==> src/rtl/cv32e40n_apu_requester.sv <==
`default_nettype none
// ============================================================================
// Module   : cv32e40n_apu_requester
// Brief    : Core-side APU initiator: command in, APU request/response, writeback out.
// Revision : 1.0
// ============================================================================
module cv32e40n_apu_requester #(
    parameter int unsigned NARGS          = 3,
    parameter int unsigned WOP            = 6,
    parameter int unsigned NDSFLAGS       = 15,
    parameter int unsigned NUSFLAGS       = 5,
    parameter int unsigned TIMEOUT_CYCLES = 64
) (
    input  logic                  clk_i,
    input  logic                  rst_i,
    input  logic                  cmd_valid_i,
    output logic                  cmd_ready_o,
    input  logic [NARGS*32-1:0]   cmd_operands_i,
    input  logic [WOP-1:0]        cmd_op_i,
    input  logic [NDSFLAGS-1:0]   cmd_flags_i,
    input  logic [4:0]            cmd_rd_i,
    output logic                  apu_req_o,
    input  logic                  apu_gnt_i,
    output logic [NARGS*32-1:0]   apu_operands_o,
    output logic [WOP-1:0]        apu_op_o,
    output logic [NDSFLAGS-1:0]   apu_flags_o,
    input  logic                  apu_rvalid_i,
    input  logic [31:0]           apu_result_i,
    input  logic [NUSFLAGS-1:0]   apu_flags_i,
    output logic                  wb_valid_o,
    input  logic                  wb_ready_i,
    output logic [31:0]           wb_result_o,
    output logic [NUSFLAGS-1:0]   wb_flags_o,
    output logic [4:0]            wb_rd_o,
    output logic                  wb_err_o,
    output logic                  busy_o
);

    localparam int unsigned C_TIMER_W      = (TIMEOUT_CYCLES == 0) ? 1 : $clog2(TIMEOUT_CYCLES + 1);
    localparam int unsigned C_TIMER_LAST_I = (TIMEOUT_CYCLES == 0) ? 0 : TIMEOUT_CYCLES - 1;
    localparam logic [C_TIMER_W-1:0] C_TIMER_LAST = C_TIMER_LAST_I[C_TIMER_W-1:0];
    localparam bit   C_TIMEOUT_EN = (TIMEOUT_CYCLES != 0);

    typedef enum logic [1:0] {
        S_IDLE = 2'd0,
        S_REQ  = 2'd1,
        S_WAIT = 2'd2,
        S_WB   = 2'd3
    } state_e;

    state_e                 state_q, state_d;
    logic [NARGS*32-1:0]    operands_q, operands_d;
    logic [WOP-1:0]         op_q, op_d;
    logic [NDSFLAGS-1:0]    dflags_q, dflags_d;
    logic [4:0]             rd_q, rd_d;
    logic [31:0]            result_q, result_d;
    logic [NUSFLAGS-1:0]    uflags_q, uflags_d;
    logic                   err_q, err_d;
    logic [C_TIMER_W-1:0]   timer_q, timer_d;
    logic                   w_run;

    always_comb begin
        state_d    = state_q;
        operands_d = operands_q;
        op_d       = op_q;
        dflags_d   = dflags_q;
        rd_d       = rd_q;
        result_d   = result_q;
        uflags_d   = uflags_q;
        err_d      = err_q;
        timer_d    = timer_q;
        case (state_q)
            S_IDLE: begin
                if (cmd_valid_i) begin
                    operands_d = cmd_operands_i;
                    op_d       = cmd_op_i;
                    dflags_d   = cmd_flags_i;
                    rd_d       = cmd_rd_i;
                    state_d    = S_REQ;
                end
            end
            S_REQ: begin
                if (apu_gnt_i) begin
                    timer_d = '0;
                    state_d = S_WAIT;
                end
            end
            S_WAIT: begin
                timer_d = timer_q + C_TIMER_W'(1);
                // A response in the timeout cycle still counts as a real result.
                if (apu_rvalid_i) begin
                    result_d = apu_result_i;
                    uflags_d = apu_flags_i;
                    err_d    = 1'b0;
                    state_d  = S_WB;
                end else if (C_TIMEOUT_EN && (timer_q == C_TIMER_LAST)) begin
                    result_d = '0;
                    uflags_d = '0;
                    err_d    = 1'b1;
                    state_d  = S_WB;
                end
            end
            S_WB: begin
                if (wb_ready_i) begin
                    state_d = S_IDLE;
                end
            end
            default: state_d = S_IDLE;
        endcase
    end

    always_ff @(posedge clk_i) begin
        if (rst_i) begin
            state_q    <= S_IDLE;
            operands_q <= '0;
            op_q       <= '0;
            dflags_q   <= '0;
            rd_q       <= '0;
            result_q   <= '0;
            uflags_q   <= '0;
            err_q      <= 1'b0;
            timer_q    <= '0;
        end else begin
            state_q    <= state_d;
            operands_q <= operands_d;
            op_q       <= op_d;
            dflags_q   <= dflags_d;
            rd_q       <= rd_d;
            result_q   <= result_d;
            uflags_q   <= uflags_d;
            err_q      <= err_d;
            timer_q    <= timer_d;
        end
    end

    // Outputs are forced low while reset is asserted, before the registers clear.
    assign w_run          = ~rst_i;
    assign cmd_ready_o    = w_run & (state_q == S_IDLE);
    assign apu_req_o      = w_run & (state_q == S_REQ);
    assign wb_valid_o     = w_run & (state_q == S_WB);
    assign busy_o         = w_run & (state_q != S_IDLE);
    assign apu_operands_o = w_run ? operands_q : '0;
    assign apu_op_o       = w_run ? op_q       : '0;
    assign apu_flags_o    = w_run ? dflags_q   : '0;
    assign wb_result_o    = w_run ? result_q   : '0;
    assign wb_flags_o     = w_run ? uflags_q   : '0;
    assign wb_rd_o        = w_run ? rd_q       : '0;
    assign wb_err_o       = w_run & err_q;

endmodule
`default_nettype wire

==> config.mk <==
export PLATFORM = sky130hd
export DESIGN_NAME = cv32e40n_apu_requester
export DESIGN_NICKNAME = d
export VERILOG_FILES = /design/src/rtl/cv32e40n_apu_requester.sv
export SDC_FILE = /design/constraint.sdc
export NUM_CORES = 1
export LEC_CHECK = 0
export ABC_AREA = 0
export CAP_MARGIN = 5
export CORE_UTILIZATION = 41
export CTS_CLUSTER_DIAMETER = 60
export DETAILED_ROUTE_END_ITERATION = 12
export MAX_ROUTING_LAYER = met4
export PLACE_DENSITY = 0.89
export SYNTH_ARGS = -nofsm -noshare
export SYNTH_HDL_FRONTEND = slang
export SYNTH_SLANG_ARGS = --single-unit
==> constraint.sdc <==
create_clock -name clk_i -period 1.7 [get_ports clk_i]
set_input_delay 0.34 -clock clk_i [delete_from_list [all_inputs] [get_ports clk_i]]
set_output_delay 0.34 -clock clk_i [all_outputs]
set_load 0.02 [all_outputs]
==> flow_summary_export.csv <==
group,metric,value,unit
logic_synthesis,yosysSeqAreaShare,0.487,
placed_design,dp_hpwl,15300,um
route,drt-pass1-iter-count,5,
clocking,cts_buffers,17,
hold_path,holdPathEnd,"operands_q[42]$_SDFFE_PP0P_",
logic_synthesis,yosys-top-cells-count,"250 x nand2_1, 169 x dfxtp_1, 162 x nor2b_1",
global_routing,grt_max_degree,51,
worst_setup_path,cp_max_fo,2,
route,ant_nets,0,
job,maxCapViolCount,0,
logic_synthesis,syn-mean-instance-area,8.09,um2
worst_setup_path,r2r_end,"uflags_q[1]$_SDFFE_PP0P_",
clocking,path_clk_slew,0.07,ns
clocking,h-tree-depth,4,
timing,report.final.slew_viol_count,0,
logic_synthesis,synth_top_area_frac,0.487,
logic_synthesis,synth_area,6940,um2
timing,final.min_clock_period,1.67,ns
logic_synthesis,yosys.area.top_type,"dfxtp_1",
hold_path,hp-class,"input port to register",
worst_setup_path,required,1.36,ns
hold_path,min-delay-start,"rst_i",
logic_synthesis,synth_area_leaders,"dfxtp_1 49%, nor2b_1 15%, nand2_1 14%",
worst_setup_path,cp-end-kind,"output pin",
power_and_ir_drop,peakVddDrop,0.738,mV
worst_setup_path,cp_data_arrival_time,1.33,ns
die,die_area,17500,um2
worst_setup_path,crit_family,"buffers and inverters",
route,drt-vias-per-instance,4.86,
logic_synthesis,async_flop_share,0,
placed_design,gp_congestion,0.878,
finish,layout-drive-gt1-share,0.108,
die,ios,329,
global_routing,grtUsageTotal,0.245,
die,rows,47,
logic_synthesis,yosysUniqueCellTypes,33,
route,wirelength,21700,um
global_routing,antenna_found_initial,0,
worst_setup_path,cp_slowest_cell,"dlygate4sd2_1",
worst_setup_path,r2r_slack,0.04,ns
timing,fin_ws,0.0280,ns
worst_setup_path,timing.rr.start,"state_q[0]$_SDFFE_PP0P_",
timing,final.setup.tns,0,ns
logic_synthesis,synthFlopType,"dfxtp_1",
worst_setup_path,criticalPathCategory,"register to output pin",
hold_path,worstHoldPathCells,3,
finish,num-fill-cells,1282,
timing,rsz0062_at_grt,"true",
global_routing,grt_pass1_vias,6647,
die,die_y,132,um
placed_design,io_buffers,328,
die,die_x,132,um
logic_synthesis,yosysMostFrequentCell,"nand2_1",
timing,timing.slew.headroom,0.794,
worst_setup_path,critPathLaunchType,"register",
global_routing,overflow,0,
worst_setup_path,cp_cell_sequence,"nor2b_1, dlygate4sd2_1",
route,route.vias.total,7005,
power_and_ir_drop,power,12.9,mW
worst_setup_path,critPathBufInv,1,
worst_setup_path,critPathMaxStageDelay,0.37,ns
logic_synthesis,synth_nets,1029,
global_routing,grt_pass1_wl,33100,um
logic_synthesis,synthCells,858,
clocking,clock_latency,0.42,ns
timing,clock.fmax,598,MHz
logic_synthesis,ys_ff_latch,169,
outcome,outcome,"completed",
logic_synthesis,synth_edf_count,0,
die,core,16600,um2
clocking,cts-root-buf,"clkbuf_16",
timing,finClkSkew,0.0115,ns
finish,final_nets,1379,
timing,hold_viol,0,
power_and_ir_drop,power_density,1130,nW/um2
clocking,cts_hold_buf,0,
clocking,cts_num_sinks,169,
route,drcViolationCount,0,
power_and_ir_drop,cellLeakagePower,5.12,nW
route,wl_per_cell,15.1,um
logic_synthesis,yosysWarnings,0,
clocking,cts_tree,"yes",
worst_setup_path,r2r_cells,9,
die,start_util,0.419,
route,initialDrtViolationCount,300,
clocking,cts_buffer_depth,2,
finish,syn_to_final_growth,65.1,%
timing,tightest_slew,0.302,ns
placed_design,pre_cts_slack,-0.226,ns
timing,setup_viol,0,
finish,diodes,0,
timing,fin_crit_sh,0.984,
[tightest hold or removal path: stages]
cell and delay (ns):
clkbuf_8 0.21, buf_4 0.15, a21oi_1 0.03
[per-stage QoR]
stage               cell area (um2)  hold WS (ns)   util  std cells
floorplan                      6940         0.432      -        858
global placement              10900         0.432  0.654       1402
detailed placement            10900         0.439  0.654       1402
CTS                           11300         0.364  0.683       1436
global route                  11500         0.375  0.691       1441
finish                        11500         0.373  0.691       1441
[per-layer routing]
layer	GRT usage	wire [um]	vias up
li1	-	-	3475
met1	0.266	8910	3222
met2	0.425	10900	251
met3	0.0465	1150	57
met4	0.124	737	0
met5	-	0	-
[report_power, final]
group / internal (mW) / total [mW] / switching (mW)
logic: 1.81 / 3.92 / 2.11
clock network: 2.60 / 4.23 / 1.62
registers: 4.53 / 4.79 / 0.266
total: 8.94 / 12.9 / 4.00
[worst max path at each step]
stage                                    startpoint                      end  slack, ns  cells past startpoint
after detailed placement                      rst_i            wb_flags_o[4]      -0.23                      4
after global routing        state_q[0]$_SDFFE_PP0P_              cmd_ready_o      -0.02                      6
after CTS                   state_q[0]$_SDFFE_PP0P_  timer_q[5]$_SDFFE_PP0P_      -0.04                      7
after global placement                        rst_i                apu_req_o      -0.22                      4
after floorplan                               rst_i           apu_flags_o[0]       0.16                      4
final                     result_q[13]$_SDFFE_PP0P_          wb_result_o[13]       0.03                      2
[area by class of cell]
class	count	area, um2	area share
timing repair buffer	398	3800	0.332
sequential	169	3390	0.296
clock buffer	20	467	0.0407
clock inverter	12	186	0.0163
tap	220	275	0.0240
multi-input combinational	618	3320	0.290
inverter	4	22.5	0.00196
[kinds of logic after synthesis]
group                    synth area share
XOR/XNOR                          0.00252
flip-flops                          0.487
AO/OA/AOI/OAI                       0.152
adder cells (fa/ha/maj)            0.0108
multiplexers                      0.00288
buffers and inverters              0.0452
AND/OR/NAND/NOR                     0.300
[state kept, by name (all words and copies together), names as in the netlist]
| name | flops |
|---|---|
| state_q | 2 |
| dflags_q | 15 |
| result_q | 32 |
| timer_q | 7 |
| op_q | 6 |
| err_q | 1 |
| uflags_q | 5 |
| operands_q | 96 |
| rd_q | 5 |
[cell usage in the layout, fill, tap and decap left out, types with 3 or more instances in the layout]
cell	n
a21oi_1	127
inv_4	3
bufinv_16	4
a22o_2	5
dlygate4sd2_1	156
ha_4	3
clkdlybuf4s50_1	163
nor2b_1	161
a22o_1	32
buf_6	6
dfxtp_1	167
nor2_1	5
inv_6	3
nand2_1	248
nand2b_1	4
clkdlybuf4s15_1	3
o21ai_0	3
buf_12	13
buf_4	53
clkbuf_8	4
clkbuf_16	18
[timing repair]
action | CTS | global route
pin swaps | 2 | 3
gates resized for setup | 187 | 23
buffers inserted | 2 | 2
endpoints found under the setup margin | 167 | 18
endpoints found under the hold margin | 0 | 0
cloned | 0 | 3
Note: power is estimated with default switching activity, not from simulation.
